File: config.mk
export PLATFORM = sky130hd
export DESIGN_NAME = vedic_mult_pipe
export DESIGN_NICKNAME = d
export VERILOG_FILES = /design/src/rtl/vedic_mult_pipe.sv
export SDC_FILE = /design/constraint.sdc
export NUM_CORES = 1
export LEC_CHECK = 0
export ABC_AREA = 1
export CAP_MARGIN = 20
export CORE_MARGIN = 2
export CORE_UTILIZATION = 45
export CTS_CLUSTER_DIAMETER = 200
export DETAILED_ROUTE_END_ITERATION = 8
export DONT_BUFFER_PORTS = 1
export HOLD_SLACK_MARGIN = 0.1
export PLACE_DENSITY = 0.58
export SYNTH_ARGS = -nofsm -noshare
export SYNTH_HDL_FRONTEND = slang
export SYNTH_SLANG_ARGS = --single-unit
File: constraint.sdc
create_clock -name clk -period 2.9 [get_ports clk]
set_input_delay 0.725 -clock clk [delete_from_list [all_inputs] [get_ports clk]]
set_output_delay 0.725 -clock clk [all_outputs]
set_load 0.05 [all_outputs]
File: src/rtl/vedic_mult_pipe.sv
// vedic_mult_pipe: pipelined Urdhva-Tiryagbhyam (Vedic) multiplier.
//
// A WIDTH x WIDTH product is built from 2x2 Vedic cells. Each later pipeline
// level merges four half-size products into one product of twice the size.
// Signed operands are multiplied as magnitudes, and the sign is reapplied in
// the last stage.
//
// Parameter:
//   WIDTH      operand width (4, 8, 16 or 32); latency is log2(WIDTH) cycles
// Ports:
//   clk        clock, rising edge
//   rst        asynchronous active-high reset
//   in_valid   operand pair present
//   in_ready   pair is accepted this cycle
//   a, b       operands (WIDTH bits)
//   sgn        1 = two's-complement operands and product, 0 = unsigned
//   out_valid  p holds a product
//   out_ready  consumer takes p this cycle
//   p          product (2*WIDTH bits)
module vedic_mult_pipe #(
   parameter int WIDTH = 4
) (
   input  logic                 clk,
   input  logic                 rst,
   input  logic                 in_valid,
   output logic                 in_ready,
   input  logic [WIDTH-1:0]     a,
   input  logic [WIDTH-1:0]     b,
   input  logic                 sgn,
   output logic                 out_valid,
   input  logic                 out_ready,
   output logic [2*WIDTH-1:0]   p
);

   localparam int LATENCY = $clog2(WIDTH);
   localparam int HALF    = WIDTH / 2;

   if (WIDTH != 4 && WIDTH != 8 && WIDTH != 16 && WIDTH != 32) begin : g_bad_width
      $error("vedic_mult_pipe: WIDTH must be 4, 8, 16 or 32");
   end

   // All product levels are packed into one vector. Level s holds products of
   // 2^(s+1)-bit operands, and it occupies WIDTH^2 >> s bits. The offsets form
   // a geometric series.
   function automatic int lvl_off(input int s);
      return 2 * WIDTH * WIDTH - ((2 * WIDTH * WIDTH) >> s);
   endfunction

   localparam int TOTAL = lvl_off(LATENCY);

   function automatic logic [WIDTH-1:0] magnitude(input logic [WIDTH-1:0] v, input logic s);
      // The most negative value negates to itself, and that pattern reads
      // correctly as the unsigned value 2^(WIDTH-1).
      return (s & v[WIDTH-1]) ? -v : v;
   endfunction

   function automatic logic [3:0] vedic2x2(input logic [1:0] x, input logic [1:0] y);
      logic c1;
      logic t;
      c1 = x[1] & y[0] & x[0] & y[1];
      t  = x[1] & y[1];
      return {t & c1, t ^ c1, (x[1] & y[0]) ^ (x[0] & y[1]), x[0] & y[0]};
   endfunction

   function automatic logic [2*WIDTH-1:0] sign_fix(input logic [2*WIDTH-1:0] v, input logic neg);
      return neg ? -v : v;
   endfunction

   logic                 adv;
   logic [WIDTH-1:0]     mag_a, mag_b;
   logic                 neg_d;
   logic [TOTAL-1:0]     pp_d, pp_q;
   logic [2*WIDTH-1:0]   prod;
   logic [LATENCY-1:0]   vld_q, neg_q;
   logic                 out_valid_q;
   logic [2*WIDTH-1:0]   p_q;

   // Every stage, bubbles included, moves only when the output is free or is
   // being taken.
   assign adv      = ~out_valid_q | out_ready;
   assign in_ready = adv & ~rst;

   // ---- stage 0: operand magnitudes and 2x2 crosswise products ----
   assign mag_a = magnitude(a, sgn);
   assign mag_b = magnitude(b, sgn);
   assign neg_d = sgn & (a[WIDTH-1] ^ b[WIDTH-1]);

   for (genvar i = 0; i < HALF; i++) begin : g_leaf_row
      for (genvar j = 0; j < HALF; j++) begin : g_leaf_col
         assign pp_d[(i*HALF+j)*4 +: 4] = vedic2x2(mag_a[2*i +: 2], mag_b[2*j +: 2]);
      end
   end

   // ---- stages 1..LATENCY-1: each merges four half-size products ----
   for (genvar s = 1; s < LATENCY; s++) begin : g_lvl
      localparam int N    = 2 << s;       // operand width of products formed here
      localparam int M    = WIDTH / N;    // products per operand dimension
      localparam int OFF  = lvl_off(s);
      localparam int PREV = lvl_off(s - 1);
      for (genvar i = 0; i < M; i++) begin : g_row
         for (genvar j = 0; j < M; j++) begin : g_col
            logic [2*N-1:0] ll, lh, hl, hh;
            // Chunk i of this level is made of sub-chunks 2i (low) and 2i+1 (high).
            assign ll = {{N{1'b0}}, pp_q[PREV + ((2*i)  *(2*M) + 2*j  )*N +: N]};
            assign lh = {{N{1'b0}}, pp_q[PREV + ((2*i)  *(2*M) + 2*j+1)*N +: N]};
            assign hl = {{N{1'b0}}, pp_q[PREV + ((2*i+1)*(2*M) + 2*j  )*N +: N]};
            assign hh = {{N{1'b0}}, pp_q[PREV + ((2*i+1)*(2*M) + 2*j+1)*N +: N]};
            assign pp_d[OFF + (i*M+j)*2*N +: 2*N] = ll + ((lh + hl) << (N/2)) + (hh << N);
         end
      end
   end

   assign prod = pp_q[lvl_off(LATENCY-1) +: 2*WIDTH];

   always_ff @(posedge clk) begin
      if (adv) begin
         pp_q <= pp_d;
      end
   end

   // ---- final stage: reapply sign, register product ----
   always_ff @(posedge clk or posedge rst) begin
      if (rst) begin
         vld_q       <= '0;
         neg_q       <= '0;
         out_valid_q <= 1'b0;
         p_q         <= '0;
      end else if (adv) begin
         vld_q       <= {vld_q[LATENCY-2:0], in_valid};
         neg_q       <= {neg_q[LATENCY-2:0], neg_d};
         out_valid_q <= vld_q[LATENCY-1];
         p_q         <= sign_fix(prod, neg_q[LATENCY-1]);
      end
   end

   assign out_valid = out_valid_q;
   assign p         = p_q;

endmodule
==> results_dict.tcl <==
set metrics [dict create \
    status "complete, no violations" \
    grt_use_total_pct 14.82 \
    clockBufferDepth 2 \
    cts_hold_buf 0 \
    cts_sinks 37 \
    slew_headroom_pct 50.21 \
    synth.avg_cell_area_um2 9.162 \
    grt_pass1_wl_um 6196 \
    grt_overflow 0 \
    root_buffer "clkbuf_8" \
    cts-resized-gates 0 \
    cts_setup_buffers 0 \
    finalHoldViolations 0 \
    die-area_um2 5440 \
    worst_slew_pin_slew_ns 0.7460 \
    slew_viol_final 0 \
    synth_ff_type "edfxtp_1" \
    synth_mux_area_share_pct 0 \
    syn_to_final_growth_pct 7.143 \
    fillers 470 \
    drc 0 \
    ys_async_sr_fraction_pct 35.14 \
    cp_common_cell "nand2_1" \
    drtAntennaViolNets 0 \
    cp.depth 11 \
    crit_slowest_cell "fa_1" \
    route.met3.wl_um 119 \
    p_leak_nw 1.137 \
    r2r_cells 11 \
    rsz0062_at_grt "false" \
    crit_chain "ha_1, inv_1, fa_1, xnor2_1, ha_1, nand2_1, nand2_1, nand2_1, nand3_1, nand2_1, nand2_1" \
    routed.top_layer "met4" \
    critPathBufInv 1 \
    drt-met1-wl_um 1704 \
    ir_worst_vdd_mv 0.3679 \
    synth_nets 271 \
    slowest_delay_ns 0.39 \
    cp-start-kind "flip-flop" \
    via_count 1487 \
    hpwl_um 2814 \
    grt_pass1_vias 1413 \
    power_mw 2.108 \
    cp-end-kind "flip-flop" \
    period_needed_ns 2.181 \
    synth_compound_area_share_pct 6.400 \
    cp_max_fo 2 \
    critPathTopFamily "adder cells" \
    synthesis.area_um2 2190 \
    num_antenna_cells 0 \
    via_per_inst 4.957 \
    synthXorXnorAreaFrac_pct 2.800 \
    yosysSeqAreaShare_pct 47.77 \
    r2r_slack_ns 0.72 \
    final_nets 277 \
    clk_latency_ns 0.28 \
    final_cell_mix "64 x nand2_1, 30 x inv_1, 24 x edfxtp_1, 19 x nor2_1" \
    timing.hold.ws_ns 0.3498 \
    die_w_um 73.76 \
    cts_made_buffers 5 \
    io_buffers 0 \
    setup-violations-final 0 \
    fmax_mhz 458.6 \
    worstSetupPathType "reg2reg" \
    drive_gt1_share_pct 12.20 \
    synth_warnings 0 \
    reg2reg_to "pp_q[23]$_DFFE_PN_" \
    drt_wl_total_um 3605 \
    clk_pin_slew_ns 0.07 \
    antenna_found_initial 0 \
    fin_tns_setup_ns 0 \
    holdCritPathClass "in2async" \
    cp.arrival_ns 2.22 \
    cts_tree "built" \
    reg2reg_from "pp_q[4]$_DFFE_PN_" \
    final_common_cell "nand2_1" \
    synth_fa_ha_area_share_pct 11.54 \
    synth_edf_count 24 \
    synth_area_leader_cell "edfxtp_1" \
    dr_wl_met2_um 1689 \
    synth.distinct_cells 30 \
    synth_top_family_by_area "simple AND/OR/NAND/NOR gates" \
    yosys.area_share.simple_pct 24.46 \
    place.gp.congestion 0.8564 \
    period_share_pct 75.20 \
    start_util_pct 46.67 \
    power_density_nw_per_um2 898.6 \
    ys_ff_latch 37 \
    critPathRequiredTime_ns 2.93 \
    synthCells 239 \
    clock_skew_ns 0.006103 \
    core.rowCount 25 \
    die_y_um 73.76 \
    drt_iter0_drc 85 \
    wl_per_cell_um 12.02 \
    netlist.area_leader.share_pct 32.91 \
    first_pass_iters 6 \
    netlist_top_cells_area "edfxtp_1 33%, dfrtp_1 15%, nand2_1 11%" \
    max-cap-violations 0 \
    grt_max_degree 23 \
    ioPinCount 23 \
    cts-htree-levels 2 \
    coreArea_um2 4692 \
]
## how the worst max path moves through the flow
stage                     startpoint            endpoint
6_report           pp_q[4]$_DFFE_PN_  pp_q[23]$_DFFE_PN_
5_1_grt            pp_q[4]$_DFFE_PN_  pp_q[23]$_DFFE_PN_
4_1_cts            pp_q[4]$_DFFE_PN_  pp_q[21]$_DFFE_PN_
3_5_place_dp       pp_q[4]$_DFFE_PN_  pp_q[21]$_DFFE_PN_
3_3_place_gp       pp_q[4]$_DFFE_PN_  pp_q[21]$_DFFE_PN_
2_1_floorplan  out_valid$_DFFE_PP0N_            in_ready
## synth_stat cells (3+ instances only)
library cell / instances
dfrtp_1: 13
nor2_4: 3
nand4_1: 3
o21ai_0: 9
buf_2: 3
nand2_2: 3
inv_2: 4
inv_1: 30
nor2_1: 19
nand2_1: 64
a21oi_1: 4
nand3_1: 17
ha_1: 17
edfxtp_1: 24
xor2_1: 5
## layer usage
layer | vias to the layer above | GRT usage [%]
li1 | 784 | -
met1 | 667 | 18.52
met2 | 28 | 24.40
met3 | 8 | 3.429
met4 | 0 | 6.465
met5 | - | 0
## worst reg2reg max path, stage by stage (launching register included)
cell	delay (ns)
edfxtp_1	0.34
ha_1	0.17
inv_1	0.06
fa_1	0.39
xnor2_1	0.27
ha_1	0.32
nand2_1	0.08
nand2_1	0.06
nand2_1	0.07
nand3_1	0.07
nand2_1	0.06
nand2_1	0.04
## report_power, final
group / leakage (nW) / internal, mW / switching [mW] / total, mW
combinational: 0.676 / 0.249 / 0.395 / 0.644
sequential: 0.412 / 0.787 / 0.313 / 1.10
clock: 0.0488 / 0.194 / 0.170 / 0.364
## area by class of cell
type / instances / area [um^2] / area share (%)
Tap cell: 54 / 67.56 / 2.880
Clock inverter: 1 / 6.256 / 0.2667
Sequential cell: 37 / 1046 / 44.59
Inverter: 34 / 127.6 / 5.440
Timing Repair Buffer: 3 / 22.52 / 0.9600
Clock buffer: 7 / 86.33 / 3.680
Multi-Input combinational cell: 164 / 989.7 / 42.19
## stage by stage
step / util (%) / worst slack (ns) / instance area (um^2) / std cells
global placement: 48.03 / 0.7514 / 2253 / 292
global route: 50.00 / 0.5136 / 2346 / 300
floorplan: - / 0.5997 / 2190 / 239
detailed placement: 48.03 / 0.7604 / 2253 / 292
finish: 50.00 / 0.7193 / 2346 / 300
CTS: 50.00 / 0.7281 / 2346 / 300
## state kept, by name, indices dropped and copies added (netlist names)
signal / cells
out_valid: 1
p: 8
vld_q: 2
neg_q: 2
pp_q: 24
## logic make-up (layout without fill, tap and decap cells)
family                     count (synthesis)  count (layout)
DFF                                       37              37
and+or+nand+nor                          116             116
AOI/OAI and AO/OA                         22              22
buffers and inverters                     38              45
xor gates and xnor gates                   7               7
adders and majority gates                 19              19
(Power assumes the default switching activity.)
